==> config.mk <==
export PLATFORM = sky130hd
export DESIGN_NAME = adc_sample_scheduler
export DESIGN_NICKNAME = d
export VERILOG_FILES = /design/src/rtl/adc_sample_scheduler.sv
export SDC_FILE = /design/constraint.sdc
export NUM_CORES = 1
export LEC_CHECK = 0
export ABC_CLOCK_PERIOD_IN_PS = 4500
export CORE_MARGIN = 2
export CORE_UTILIZATION = 45
export CTS_CLUSTER_DIAMETER = 150
export CTS_CLUSTER_SIZE = 10
export DETAILED_ROUTE_END_ITERATION = 8
export PLACE_DENSITY = 0.87
export SETUP_SLACK_MARGIN = 0.5
export SKIP_CTS_REPAIR_TIMING = 1
export SLEW_MARGIN = 20
export SYNTH_ARGS = -nofsm -noshare
export SYNTH_HDL_FRONTEND = slang
export SYNTH_SLANG_ARGS = --single-unit
==> constraint.sdc <==
create_clock -name CLOCK -period 4.5 [get_ports CLOCK]
set_input_delay 0.675 -clock CLOCK [delete_from_list [all_inputs] [get_ports CLOCK]]
set_output_delay 0.675 -clock CLOCK [all_outputs]
set_load 0.01 [all_outputs]
==> src/rtl/adc_sample_scheduler.sv <==
// -----------------------------------------------------------------------------
// adc_sample_scheduler
//
// Divides the system clock down to the audio sample rate. On every sample tick
// it captures the audio ADC channel as a signed, DC-centred sample and offers
// it downstream over a valid/ready handshake. In the same tick it refreshes one
// potentiometer channel in round-robin order. A sample overwritten before
// acceptance sets a sticky overrun flag.
//
// Optional feature macro: ADC_SCHED_KNOB_SMOOTH_EN
//   When defined, each potentiometer value is low-pass filtered
//   (v += (x - v) >>> 2) after its first post-reset update, which loads the
//   raw value directly.
//
// Ports:
//   CLOCK         in   system clock
//   RESET         in   synchronous, active-high reset
//   EN            in   run enable
//   ADC_CH        in   8*DW   latest ADC results, channel n at [DW*n +: DW]
//   SAMPLE_DATA   out  DW     signed audio sample (two's complement)
//   SAMPLE_VALID  out  1      SAMPLE_DATA valid
//   SAMPLE_READY  in   1      downstream accepts
//   TICK          out  1      one-cycle pulse per sample period
//   KNOB_VALUES   out  NUM_KNOBS*DW  pot k at [DW*k +: DW], unsigned
//   KNOB_UPDATE   out  NUM_KNOBS     one-hot pulse when pot k is written
//   OVERRUN       out  1      sticky: unaccepted sample was overwritten
//   OVERRUN_CLR   in   1      clears OVERRUN (a simultaneous set wins)
// -----------------------------------------------------------------------------
module adc_sample_scheduler #(
  parameter int CLK_HZ    = 50000000,
  parameter int SAMPLE_HZ = 48000,
  parameter int DW        = 12,
  parameter int AUDIO_CH  = 0,
  parameter int KNOB_BASE = 1,
  parameter int NUM_KNOBS = 4
) (
  input  logic                    CLOCK,
  input  logic                    RESET,
  input  logic                    EN,
  input  logic [8*DW-1:0]         ADC_CH,
  output logic [DW-1:0]           SAMPLE_DATA,
  output logic                    SAMPLE_VALID,
  input  logic                    SAMPLE_READY,
  output logic                    TICK,
  output logic [NUM_KNOBS*DW-1:0] KNOB_VALUES,
  output logic [NUM_KNOBS-1:0]    KNOB_UPDATE,
  output logic                    OVERRUN,
  input  logic                    OVERRUN_CLR
);

  localparam int DIV = CLK_HZ / SAMPLE_HZ;
  localparam int CW  = (DIV > 2) ? $clog2(DIV) : 1;
  localparam int KW  = (NUM_KNOBS > 1) ? $clog2(NUM_KNOBS) : 1;

  localparam logic [CW-1:0] CNT_LAST  = CW'(DIV - 1);
  localparam logic [KW-1:0] PIDX_LAST = KW'(NUM_KNOBS - 1);

  // ---------------------------------------------------------------------------
  // Elaboration-time parameter checks
  // ---------------------------------------------------------------------------
  if (DIV < 2) begin : g_chk_div
    $fatal(1, "adc_sample_scheduler: CLK_HZ/SAMPLE_HZ must be >= 2");
  end
  if (NUM_KNOBS < 1) begin : g_chk_npots
    $fatal(1, "adc_sample_scheduler: NUM_KNOBS must be >= 1");
  end
  if (KNOB_BASE + NUM_KNOBS > 8) begin : g_chk_pot_range
    $fatal(1, "adc_sample_scheduler: pot channels exceed ADC channel count");
  end
  if (AUDIO_CH >= 8) begin : g_chk_audio_range
    $fatal(1, "adc_sample_scheduler: AUDIO_CH must be < 8");
  end
  if ((AUDIO_CH >= KNOB_BASE) && (AUDIO_CH < KNOB_BASE + NUM_KNOBS)) begin : g_chk_overlap
    $fatal(1, "adc_sample_scheduler: AUDIO_CH overlaps pot channels");
  end

  // ---------------------------------------------------------------------------
  // Rate FSM
  // ---------------------------------------------------------------------------
  typedef enum logic [0:0] {
    S_IDLE = 1'b0,
    S_RUN  = 1'b1
  } state_t;

  state_t          r_state;
  state_t          w_state_nxt;
  logic [CW-1:0]   r_cnt;
  logic [CW-1:0]   w_cnt_nxt;
  logic            w_tick;

  always_ff @(posedge CLOCK) begin
    if (RESET) begin
      r_state <= S_IDLE;
      r_cnt   <= '0;
    end else begin
      r_state <= w_state_nxt;
      r_cnt   <= w_cnt_nxt;
    end
  end

  // A tick needs EN still high in the terminal-count cycle: dropping EN
  // suppresses any tick that would otherwise land in the exit cycle.
  always_comb begin
    w_state_nxt = r_state;
    w_cnt_nxt   = '0;
    w_tick      = 1'b0;
    case (r_state)
      S_IDLE: begin
        if (EN) w_state_nxt = S_RUN;
      end
      S_RUN: begin
        if (!EN) begin
          w_state_nxt = S_IDLE;
        end else begin
          w_tick    = (r_cnt == CNT_LAST);
          w_cnt_nxt = w_tick ? '0 : r_cnt + 1'b1;
        end
      end
      default: w_state_nxt = S_IDLE;
    endcase
  end

  // ---------------------------------------------------------------------------
  // Audio and potentiometer data path
  // ---------------------------------------------------------------------------
  logic [DW-1:0] w_audio_raw;
  logic [DW-1:0] w_audio_centred;

  assign w_audio_raw     = ADC_CH[DW*AUDIO_CH +: DW];
  // Subtracting 2^(DW-1) from an unsigned code is just an MSB inversion.
  assign w_audio_centred = {~w_audio_raw[DW-1], w_audio_raw[DW-2:0]};

  logic [DW-1:0] r_pot [NUM_KNOBS];
  logic [KW-1:0] r_pidx;
  logic [DW-1:0] w_pot_raw;
  logic [DW-1:0] w_pot_cur;
  logic [DW-1:0] w_pot_new;

  always_comb begin
    w_pot_raw = '0;
    w_pot_cur = '0;
    for (int unsigned i = 0; i < NUM_KNOBS; i++) begin
      if (KW'(i) == r_pidx) begin
        w_pot_raw = ADC_CH[DW*(KNOB_BASE+i) +: DW];
        w_pot_cur = r_pot[i];
      end
    end
  end

`ifdef ADC_SCHED_KNOB_SMOOTH_EN
  logic [NUM_KNOBS-1:0] r_primed;
  logic                 w_primed_cur;
  logic signed [DW:0]   w_diff;
  logic signed [DW:0]   w_sum;

  always_comb begin
    w_primed_cur = 1'b0;
    for (int unsigned i = 0; i < NUM_KNOBS; i++) begin
      if (KW'(i) == r_pidx) w_primed_cur = r_primed[i];
    end
  end

  // One extra bit keeps the difference signed; the result stays within
  // 0..2^DW-1 because it moves at most a quarter of the way toward x.
  assign w_diff    = $signed({1'b0, w_pot_raw}) - $signed({1'b0, w_pot_cur});
  assign w_sum     = $signed({1'b0, w_pot_cur}) + (w_diff >>> 2);
  assign w_pot_new = w_primed_cur ? w_sum[DW-1:0] : w_pot_raw;
`else
  assign w_pot_new = w_pot_raw;
`endif

  // ---------------------------------------------------------------------------
  // Output registers
  // ---------------------------------------------------------------------------
  logic [DW-1:0]        r_sample_data;
  logic                 r_sample_valid;
  logic                 r_tick;
  logic [NUM_KNOBS-1:0] r_pot_update;
  logic                 r_overrun;
  logic                 w_overwrite;

  assign w_overwrite = w_tick && r_sample_valid && !SAMPLE_READY;

  always_ff @(posedge CLOCK) begin
    if (RESET) begin
      r_sample_data  <= '0;
      r_sample_valid <= 1'b0;
      r_tick         <= 1'b0;
      r_pot_update   <= '0;
      r_overrun      <= 1'b0;
      r_pidx         <= '0;
      for (int unsigned i = 0; i < NUM_KNOBS; i++) r_pot[i] <= '0;
`ifdef ADC_SCHED_KNOB_SMOOTH_EN
      r_primed       <= '0;
`endif
    end else begin
      r_tick       <= w_tick;
      r_pot_update <= '0;

      // A tick always loads, so it also covers a transfer in the same cycle.
      if (w_tick) begin
        r_sample_data  <= w_audio_centred;
        r_sample_valid <= 1'b1;
        for (int unsigned i = 0; i < NUM_KNOBS; i++) begin
          if (KW'(i) == r_pidx) begin
            r_pot[i]        <= w_pot_new;
            r_pot_update[i] <= 1'b1;
`ifdef ADC_SCHED_KNOB_SMOOTH_EN
            r_primed[i]     <= 1'b1;
`endif
          end
        end
        r_pidx <= (r_pidx == PIDX_LAST) ? '0 : r_pidx + 1'b1;
      end else if (r_sample_valid && SAMPLE_READY) begin
        r_sample_valid <= 1'b0;
      end

      if (w_overwrite) begin
        r_overrun <= 1'b1;
      end else if (OVERRUN_CLR) begin
        r_overrun <= 1'b0;
      end
    end
  end

  always_comb begin
    KNOB_VALUES = '0;
    for (int unsigned i = 0; i < NUM_KNOBS; i++) begin
      KNOB_VALUES[DW*i +: DW] = r_pot[i];
    end
  end

  assign SAMPLE_DATA  = r_sample_data;
  assign SAMPLE_VALID = r_sample_valid;
  assign TICK         = r_tick;
  assign KNOB_UPDATE  = r_pot_update;
  assign OVERRUN      = r_overrun;

  // Channels that are neither audio nor pots are intentionally ignored.
  logic w_unused_adc;
  assign w_unused_adc = ^ADC_CH;

endmodule
-- Word-level counts from Yosys, hierarchy flattened
Memory sizes are Yosys's and may differ from the RTL's.
Cells that the tools add are included.
- bits in registers: 33
- bits in writable memories: 48
- input bits: 101
- output and inout port bits: 67
- logic and storage cells: 67
- memories kept: 1
- memory list (memory ; depth ; width ; rd ports ; clocked after memory_dff ; write ports ; line ; RTL):
    r_pot ; 4 ; 12 ; 4 ; 0 ; 4 ; 133 ; logic [DW-1:0] r_pot [NUM_KNOBS];
- add/subtract/negate cells: 2
- equal/unequal tests: 5
- mux-type cells: 34
- bitwise gates (word level): 8
- reduce and logical (&&, ||, !) cells: 9
- operator list (kind ; count):
    $mux 12 ; 8
    $mux 1 ; 25
    $add 11x1->11 const B ; 1
    $eq 11x11->1 const B ; 1
    $eq 2x2->1 const A ; 2
    $not 1->1 ; 4
    $or 1x1->1 ; 4
    $reduce_bool 2->1 ; 2
    $reduce_or 4->1 ; 1
    $logic_and 1x1->1 ; 3
    $add 2x1->2 const B ; 1
    $eq 1x2->1 const A ; 1
    $eq 2x2->1 const B ; 1
    $logic_not 2->1 ; 1
    $mux 2 ; 1
    $reduce_or 2->1 ; 1
    $logic_not 1->1 ; 1

-- Logic depth before layout (Yosys ltp)
Gate-level depths: netlist of the first run.
- word-level depth: 7
- depth in mapped cells: 8
- mapped depth without buffers: 5

-- Least setup slack after synthesis of the first run
No wires, ideal clock.
- path kind: input port to flip-flop
- start point: input port RESET
- end point: memory r_pot[0][0], enable pin
- setup time: 0.346 ns
- arrival time: 1.497 ns
- data required time: 4.154 ns
- slack: 2.657 ns
- stages on the path: 3
- buffers on the path: 2
- cell sequence: clkbuf_1 -> clkbuf_1 -> a21o_1
- RTL lines (what ; line ; RTL):
    start, declared ; 38 ; input logic RESET,
    end, declared ; 133 ;

==> results_dict.tcl, run 1 <==
set metrics [dict create \
    skew_ps 8.711 \
    firstDrtPassIters 5 \
    antenna_cells 0 \
    place_area_um2 5024 \
    min_path_type "flop to flop" \
    h-tree-depth 3 \
    viasPerCell 5.515 \
    syn_avg_cell_area_um2 11.17 \
    place_inst 543 \
    critical_path.startpoint "r_pidx[0]" \
    core_area_um2 7807 \
    cpLargestDelayFamily "simple AND/OR/NAND/NOR gates" \
    path_cells "inv_1 > ha_1 > and4b_1 > nand4_1 > a21oi_1" \
    synth_warnings 0 \
    grtUsageTotal_pct 22.46 \
    cp_slowest_cell "ha_1" \
    cts_buffers 9 \
    clk_latency_ps 350 \
    post-route-cell-area_um2 5236 \
    drt-total-wl_mm 9.967 \
    status "completed" \
    synth_nets 436 \
    fmax_mhz 370.5 \
    drtIter0Drc 245 \
    crit_path_max_incr_delay_ps 820 \
    yosysTopAreaCell "edfxtp_1" \
    irDropWorstVdd_uv 130.3 \
    r2r_cells 5 \
    layout-drive-gt1-share_pct 4.814 \
    drc 0 \
    cts_tree "done" \
    cts_sinks 81 \
    finalSetupViolCount 0 \
    period_share_pct 59.99 \
    syn-cell-area_um2 3675 \
    p_per_area_nw_per_um2 295.0 \
    clk_path_buf_depth 2 \
    critPathKind "flop to flop" \
    synth_edf_count 48 \
    yosys.area_share.xor_xnor_pct 0.7150 \
    port-buffer-count 131 \
    drv_slew 0 \
    cp.depth 5 \
    critPathRequiredTime_ps 4660 \
    first_global_vias 3042 \
    tightest_slew_ps 990.9 \
    total_power_mw 1.545 \
    via_count 3083 \
    fillCellCount 582 \
    path_clk_slew_ps 80 \
    synth_compound_area_share_pct 13.14 \
    synth.distinct_cells 38 \
    fin_crit_ps 2699 \
    hold_depth 2 \
    synth-simple-area-share_pct 17.71 \
    ioPinCount 168 \
    critPathLaunchType "flop" \
    start_util_pct 47.07 \
    wl_per_cell_um 17.83 \
    die_w_um 94.37 \
    cts-root-buf "clkbuf_8" \
    yosysSeqAreaShare_pct 57.20 \
    cp-end-kind "flop" \
    finalWorstSetupSlack_ps 1801 \
    area_growth_pct 42.49 \
    synthTopCellsByArea "edfxtp_1, dfxtp_1, a21oi_1" \
    synthMuxAreaShare_pct 3.882 \
    antenna_found_initial 0 \
    r2r_start "r_pidx[0]" \
    netlist_instances 329 \
    worstPathMaxFanout 26 \
    ys.flop_type "edfxtp_1" \
    die_h_um 94.37 \
    synthAdderAreaFrac_pct 2.043 \
    core.rowCount 32 \
    slew_headroom_pct 33.94 \
    static-leakage-power_nw 1.904 \
    synth.top_cell.area_share_pct 39.22 \
    fin_cells 559 \
    finalHoldViolCount 0 \
    synth_top_family_by_area "simple AND/OR/NAND/NOR gates" \
    async_flop_share_pct 0 \
    dieArea_um2 8905 \
    hp-start "SAMPLE_DATA[1]" \
    rsz0062_at_grt "no" \
    pre_cts_ws_ps 1641 \
    gr-total-overflow 0 \
    nets 559 \
    finalSetupTns_ps 0 \
    grt_pass1_wl_mm 15.21 \
    place_hpwl_mm 7.144 \
    arrival_ps 2860 \
    grt_start_max_net_pins 32 \
    ant_nets 0 \
    critPathBufInv 1 \
    ys_ff_latch 81 \
    drv_cap 0 \
    gp_congestion 0.8572 \
]
Yosys cell counts, drive strengths merged (3+ instances only):
library cell / instances
a21oi: 54
edfxtp: 48
dfxtp: 33
nand2b: 26
inv: 22
clkbuf: 17
nand2: 14
nand3b: 13
a221o: 12
and3: 12
mux2i: 12
nor2: 7
ha: 6
nand4: 6
buf: 5
a21o: 4
nand3: 4
and2: 3
and4b: 3
o21ai: 3
o31ai: 3
or3: 3
or4: 3
per-stage QoR:
step                      utilization [%]  hold WS [ps]
after floorplan                         -         441.1
after global placement              64.34         457.3
after detailed placement            64.34         464.3
after CTS                           67.07         481.2
after global routing                67.07         493.6
final                               67.07         475.0
tightest hold or removal path, cell delays in order, from the launching register on:
cell      delay (ps)
dfxtp_1          320
nand2b_1          60
mux2i_1           50
flip-flops by register name, summed over array words and instances, names as in the netlist:
name and flops:
SAMPLE_VALID 1, KNOB_UPDATE 4, TICK 1, r_state 1
r_cnt 11, r_pidx 2, OVERRUN 1, SAMPLE_DATA 12
r_pot 48
report_power, final:
| group | total [mW] | internal [mW] | switching (mW) |
|---|---|---|---|
| Sequential | 0.812 | 0.805 | 0.00788 |
| Combinational | 0.159 | 0.0997 | 0.0591 |
| Clock | 0.573 | 0.313 | 0.260 |
| Total | 1.54 | 1.22 | 0.327 |
worst paths after layout:
kind	to	slack, ps
min	SAMPLE_DATA[1]	480
min reg2reg	SAMPLE_DATA[1]	480
max	r_pot[2][7]	1800
max reg2reg	r_pot[2][7]	1800
cell type report:
cell class,count,area [µm²],share of cell area [%]
Timing Repair Buffer,134,1334,25.47
Clock inverter,5,81.33,1.553
Tap cell,102,127.6,2.437
Sequential cell,81,2102,40.14
Multi-Input combinational cell,204,1378,26.31
Inverter,22,82.58,1.577
Clock buffer,11,131.4,2.509
cells by family after synthesis:
| kind of cell | after synthesis |
|---|---|
| simple gates | 102 |
| flops | 81 |
| compound gates | 79 |
| buf+inv | 44 |
| mux | 14 |
| fa+ha+maj | 6 |
| xor+xnor | 3 |
cell usage in the layout, fill, tap and decap left out, drive strengths merged:
cell | netlist | routed
a21o | 4 | 4
a21oi | 54 | 54
a221o | 12 | 12
a31o | 1 | 1
and2 | 3 | 3
and3 | 12 | 12
and3b | 1 | 1
and4 | 2 | 2
and4b | 3 | 3
buf | 5 | 3
bufinv | 0 | 2
clkbuf | 17 | 11
clkdlybuf4s50 | 0 | 131
clkinv | 0 | 2
clkinvlp | 0 | 1
dfxtp | 33 | 33
edfxtp | 48 | 48
ha | 6 | 6
inv | 22 | 22
mux2 | 2 | 2
mux2i | 12 | 12
nand2 | 14 | 14
nand2b | 26 | 26
nand3 | 4 | 4
nand3b | 13 | 13
nand4 | 6 | 6
nor2 | 7 | 7
nor2b | 2 | 2
nor3 | 1 | 1
nor4 | 1 | 1
nor4b | 1 | 1
o21ai | 3 | 3
o21bai | 1 | 1
o31ai | 3 | 3
o32ai | 1 | 1
or3 | 3 | 3
or4 | 3 | 3
xnor2 | 1 | 1
xor2 | 2 | 2
per-layer routing:
| metal | global-route usage, % | wire, µm |
|---|---|---|
| met1 | 26.39 | 3823 |
| met2 | 39.35 | 4935 |
| met3 | 6.385 | 1019 |
| met4 | 7.971 | 189 |
| met5 | 0 | 0 |
Power figures use the tool's default switching activity.
==> run 2: changes to the inputs <==
Settings changed: ABC_CLOCK_PERIOD_IN_PS 4500 to 2350, CORE_UTILIZATION 45 to 38, PLACE_DENSITY 0.87 to 0.78.
Clock period 4.5 ns to 2.35 ns, I/O delays scaled along.
==> results_dict.tcl, run 2 (synthesized netlist as in run 1, its figures left out) <==
set metrics [dict create \
    die_w_um 102.3 \
    regMostFlops "r_pot" \
    grt_pass1_wl_mm 14.85 \
    use_met3_pct 5.335 \
    sw_frac_of_total_pct 22.12 \
    core_area_um2 9328 \
    nets 573 \
    grt_start_max_net_pins 37 \
    min_path_type "flop to flop" \
    arrival_ps 2000 \
    antenna_found_initial 0 \
    drv_cap 0 \
    tightest_slew_ps 444.3 \
    skew_ps 11.33 \
    worstPathMaxFanout 14 \
    p_per_area_nw_per_um2 525.6 \
    antenna_cells 0 \
    pwr-share-seq_pct 54.5 \
    largest_reg_flops 48 \
    fin_crit_ps 1768 \
    irDropWorstVdd_uv 322.0 \
    post-route-cell-area_um2 5428 \
    drc 0 \
    layout_commonest_cell "clkdlybuf4s50_1" \
    power_switching_uw 630.9 \
    finalHoldViolCount 0 \
    finalSetupTns_ps 0 \
    path_clk_slew_ps 80 \
    die_h_um 102.3 \
    ant_nets 0 \
    layout-drive-gt1-share_pct 9.362 \
    drv_slew 0 \
    layout_common_cells "clkdlybuf4s50_1, a21oi_1, edfxtp_1, dfxtp_1, nand2b_1" \
    combPwrFrac_pct 11.2 \
    r2r_cells 4 \
    r2r-end "SAMPLE_DATA[11]" \
    first_global_vias 2959 \
    viasPerCell 5.109 \
    h-tree-depth 3 \
    busiest_layer "met2" \
    status "completed" \
    power.internal_mw 2.222 \
    core.rowCount 35 \
    cts_sinks 81 \
    via_count 3060 \
    firstDrtPassIters 4 \
    ioPinCount 168 \
    critPathKind "flop to flop" \
    grtUsageTotal_pct 18.65 \
    hp-start "SAMPLE_DATA[1]" \
    rsz0062_at_grt "no" \
    clk_latency_ps 350 \
    port-buffer-count 131 \
    p_clk_share_pct 34.3 \
    period_share_pct 75.23 \
    static-leakage-power_nw 1.973 \
    r2r_start "r_cnt[2]" \
    gr-total-overflow 0 \
    hold_depth 2 \
    critPathRequiredTime_ps 2580 \
    wl_per_cell_um 16.65 \
    drtIter0Drc 166 \
    place_hpwl_mm 7.189 \
    setup.reg_to_reg.worst_slack_ps 580 \
    slew_headroom_pct 70.38 \
    cts-root-buf "clkbuf_8" \
    grtUsageMet2_pct 32.95 \
    fmax_mhz 565.7 \
    area_growth_pct 47.70 \
    start_util_pct 39.40 \
    final_util_pct 58.19 \
    cp-end-kind "flop" \
    dieArea_um2 10470 \
    gp_congestion 0.7501 \
    critPathLaunchType "flop" \
    met1_usage_pct 22.26 \
    holdPathEnd "SAMPLE_DATA[1]" \
    drt-total-wl_mm 9.976 \
    finalSetupViolCount 0 \
    clk_path_buf_depth 2 \
    place_area_um2 5160 \
    cts_tree "done" \
    cts_buffers 9 \
]
[run 2: layer usage]
layer,up-vias,share of wire (%)
met5,-,0
met4,0,2.3
met3,14,8.7
met2,149,49
met1,1428,40
li1,1469,-
[run 2: area by class of cell]
type                       count  area, µm²
tap                          129      161.4
inverter                      22      82.58
timing repair buffer         148       1470
multi-input combinational    204       1426
clock inverter                 6      60.06
clock buffer                   9      123.9
fill                         808       3900
sequential                    81       2103
[run 2: how the worst max path moves through the flow]
stage / from / end / slack, ps
final: r_cnt[2] / SAMPLE_DATA[11] / 580
after global routing: r_pidx[1] / r_pot[1][6] / 480
after CTS: r_cnt[6] / SAMPLE_DATA[11] / 400
after detailed placement: EN / SAMPLE_DATA[11] / 270
after global placement: EN / SAMPLE_DATA[11] / 290
after floorplan: r_cnt[0] / r_pot[0][0] / 530
[run 2: worst max-delay path, stage by stage (launching register included)]
cell     delay, ps
dfxtp_1        390
nor4b_4        400
and4_4         330
buf_8          190
mux2_2         340
[run 2: power by group through the flow]
stage	clock [mW]	combinational, mW	sequential, mW
6_report	0.978	0.319	1.56
5_1_grt	1.06	0.337	1.56
4_1_cts	1.00	0.320	1.56
3_5_place_dp	0	0.318	1.59
3_3_place_gp	0	0.316	1.59
2_1_floorplan	0	0.0605	1.61
[run 2: metrics by stage]
| stage | setup WS, ps | total power [mW] | std cells | hold slack, ps |
|---|---|---|---|---|
| 6_report | 582.2 | 2.853 | 599 | 471.9 |
| 5_1_grt | 482.7 | 2.962 | 599 | 505.8 |
| 4_1_cts | 397.9 | 2.877 | 597 | 476.3 |
| 3_5_place_dp | 268.4 | 1.907 | 582 | 466.3 |
| 3_3_place_gp | 294.4 | 1.903 | 582 | 456.6 |
| 2_1_floorplan | 532.8 | 1.671 | 329 | 441.1 |
==> run 3: changes to the inputs <==
Settings changed: ABC_CLOCK_PERIOD_IN_PS 2350 to 1600.
Clock period 2.35 ns to 1.6 ns, I/O delays scaled along.
==> results_dict.tcl, run 3 (synthesized netlist as in run 1, its figures left out) <==
set metrics [dict create \
    cp-end-kind "flop" \
    port-buffer-count 131 \
    pre_cts_ws_ps -271.3 \
    total_power_mw 4.137 \
    layout_common_cells "clkdlybuf4s50_1, edfxtp_1, buf_2, buf_6, a21oi_2" \
    antenna_cells 0 \
    critPathKind "flop to flop" \
    layout_commonest_cell "clkdlybuf4s50_1" \
    die_w_um 102.3 \
    period_share_pct 104.0 \
    rsz0062_at_grt "yes" \
    critPathRequiredTime_ps 1660 \
    tightest_slew_ps 292.9 \
    min_path_type "input pin to flop" \
    p_per_area_nw_per_um2 684.5 \
    ant_nets 0 \
    viasPerCell 5.216 \
    grtUsageTotal_pct 18.45 \
    layout-drive-gt1-share_pct 44.19 \
    cts_buffers 9 \
    gr-total-overflow 0 \
    slew_headroom_pct 80.33 \
    ioPinCount 168 \
    place_area_um2 5436 \
    post-route-cell-area_um2 6045 \
    drv_slew 0 \
    area_growth_pct 64.49 \
    antenna_found_initial 0 \
    status "complete, but fails checks" \
    via_count 3364 \
    grt_start_max_net_pins 33 \
    fin_cells 645 \
    die_h_um 102.3 \
    drtIter0Drc 114 \
    core.rowCount 35 \
    place_hpwl_mm 7.226 \
    violations "negative setup slack" \
    worstPathMaxFanout 10 \
    regMostFlops "r_pot" \
    cts_sinks 81 \
    cts-root-buf "clkbuf_8" \
    finalSetupViolCount 63 \
    arrival_ps 1730 \
    clk_latency_ps 360 \
    fmax_mhz 600.9 \
    h-tree-depth 3 \
    start_util_pct 39.40 \
    dieArea_um2 10470 \
    drt-total-wl_mm 11.63 \
    first_global_vias 2975 \
    final_util_pct 64.80 \
    static-leakage-power_nw 2.396 \
    firstDrtPassIters 4 \
    skew_ps 11.00 \
    cts_tree "done" \
    critPathLaunchType "flop" \
    core_area_um2 9328 \
    gp_congestion 0.7858 \
    finalWorstSetupSlack_ps -64.07 \
    critical_path.startpoint "r_cnt[6]" \
    fin_crit_ps 1664 \
    finalHoldViolCount 0 \
    nets 618 \
    grt_pass1_wl_mm 14.64 \
    r2r_start "r_cnt[6]" \
    wl_per_cell_um 18.03 \
    clk_path_buf_depth 2 \
    path_clk_slew_ps 90 \
    drc 0 \
    place_inst 596 \
    largest_reg_flops 48 \
    irDropWorstVdd_uv 348.9 \
    hp-start "RESET" \
    drv_cap 0 \
]
run 3: cell count changes in the layout (fill, tap and decap cells not counted), sizes merged:
cell,previous run,this run
a21o,4,8
a31o,1,2
and4,2,3
buf,17,106
bufinv,1,0
clkbuf,9,26
clkdlybuf4s50,131,63
clkinv,4,1
dlymetal6s2s,0,3
inv,22,25
run 3: worst max-delay path, stage by stage, from the launching register on:
cell     delay [ps]
dfxtp_4         370
nor4_4          350
and4_4          320
buf_12          150
a21o_4          180
run 3: metal layers:
metal / routed length, µm / vias to the layer above / track usage (%)
met2: 5891 / 159 / 33.10
met1: 4626 / 1610 / 20.92
met4: 92 / 0 / 4.821
met5: 0 / - / 0
li1: - / 1587 / -
met3: 1020 / 8 / 6.498
run 3: final cells by class:
cell class | count | area (µm²)
Inverter | 22 | 87.58
Tap cell | 129 | 161.4
Clock buffer | 11 | 141.4
Fill cell | 725 | 3283
Timing Repair Buffer | 187 | 1750
Sequential cell | 81 | 2140
Clock inverter | 5 | 37.54
Multi-Input combinational cell | 210 | 1727
run 3: stage by stage:
| stage | hold slack (ps) | TNS [ps] |
|---|---|---|
| 6_report | 377.2 | -2445 |
| 5_1_grt | 368.1 | -7329 |
| 4_1_cts | 437.3 | -1820 |
| 3_5_place_dp | 464.3 | -22880 |
| 3_3_place_gp | 460.7 | -18070 |
| 2_1_floorplan | 336.3 | 0 |
run 3: path summary, 6_finish.rpt:
check	depth (start not counted)	slack, ps	to
setup / recovery	4	-60	r_pot[2][11]
hold / removal	3	380	SAMPLE_VALID
setup reg to reg	4	-60	r_pot[2][11]
hold reg to reg	2	480	SAMPLE_DATA[1]
run 3: power breakdown:
part | switching [mW] | internal [mW]
clock | 0.790 | 0.617
sequential | 0.0275 | 2.26
combinational | 0.182 | 0.265
total | 1.00 | 3.14
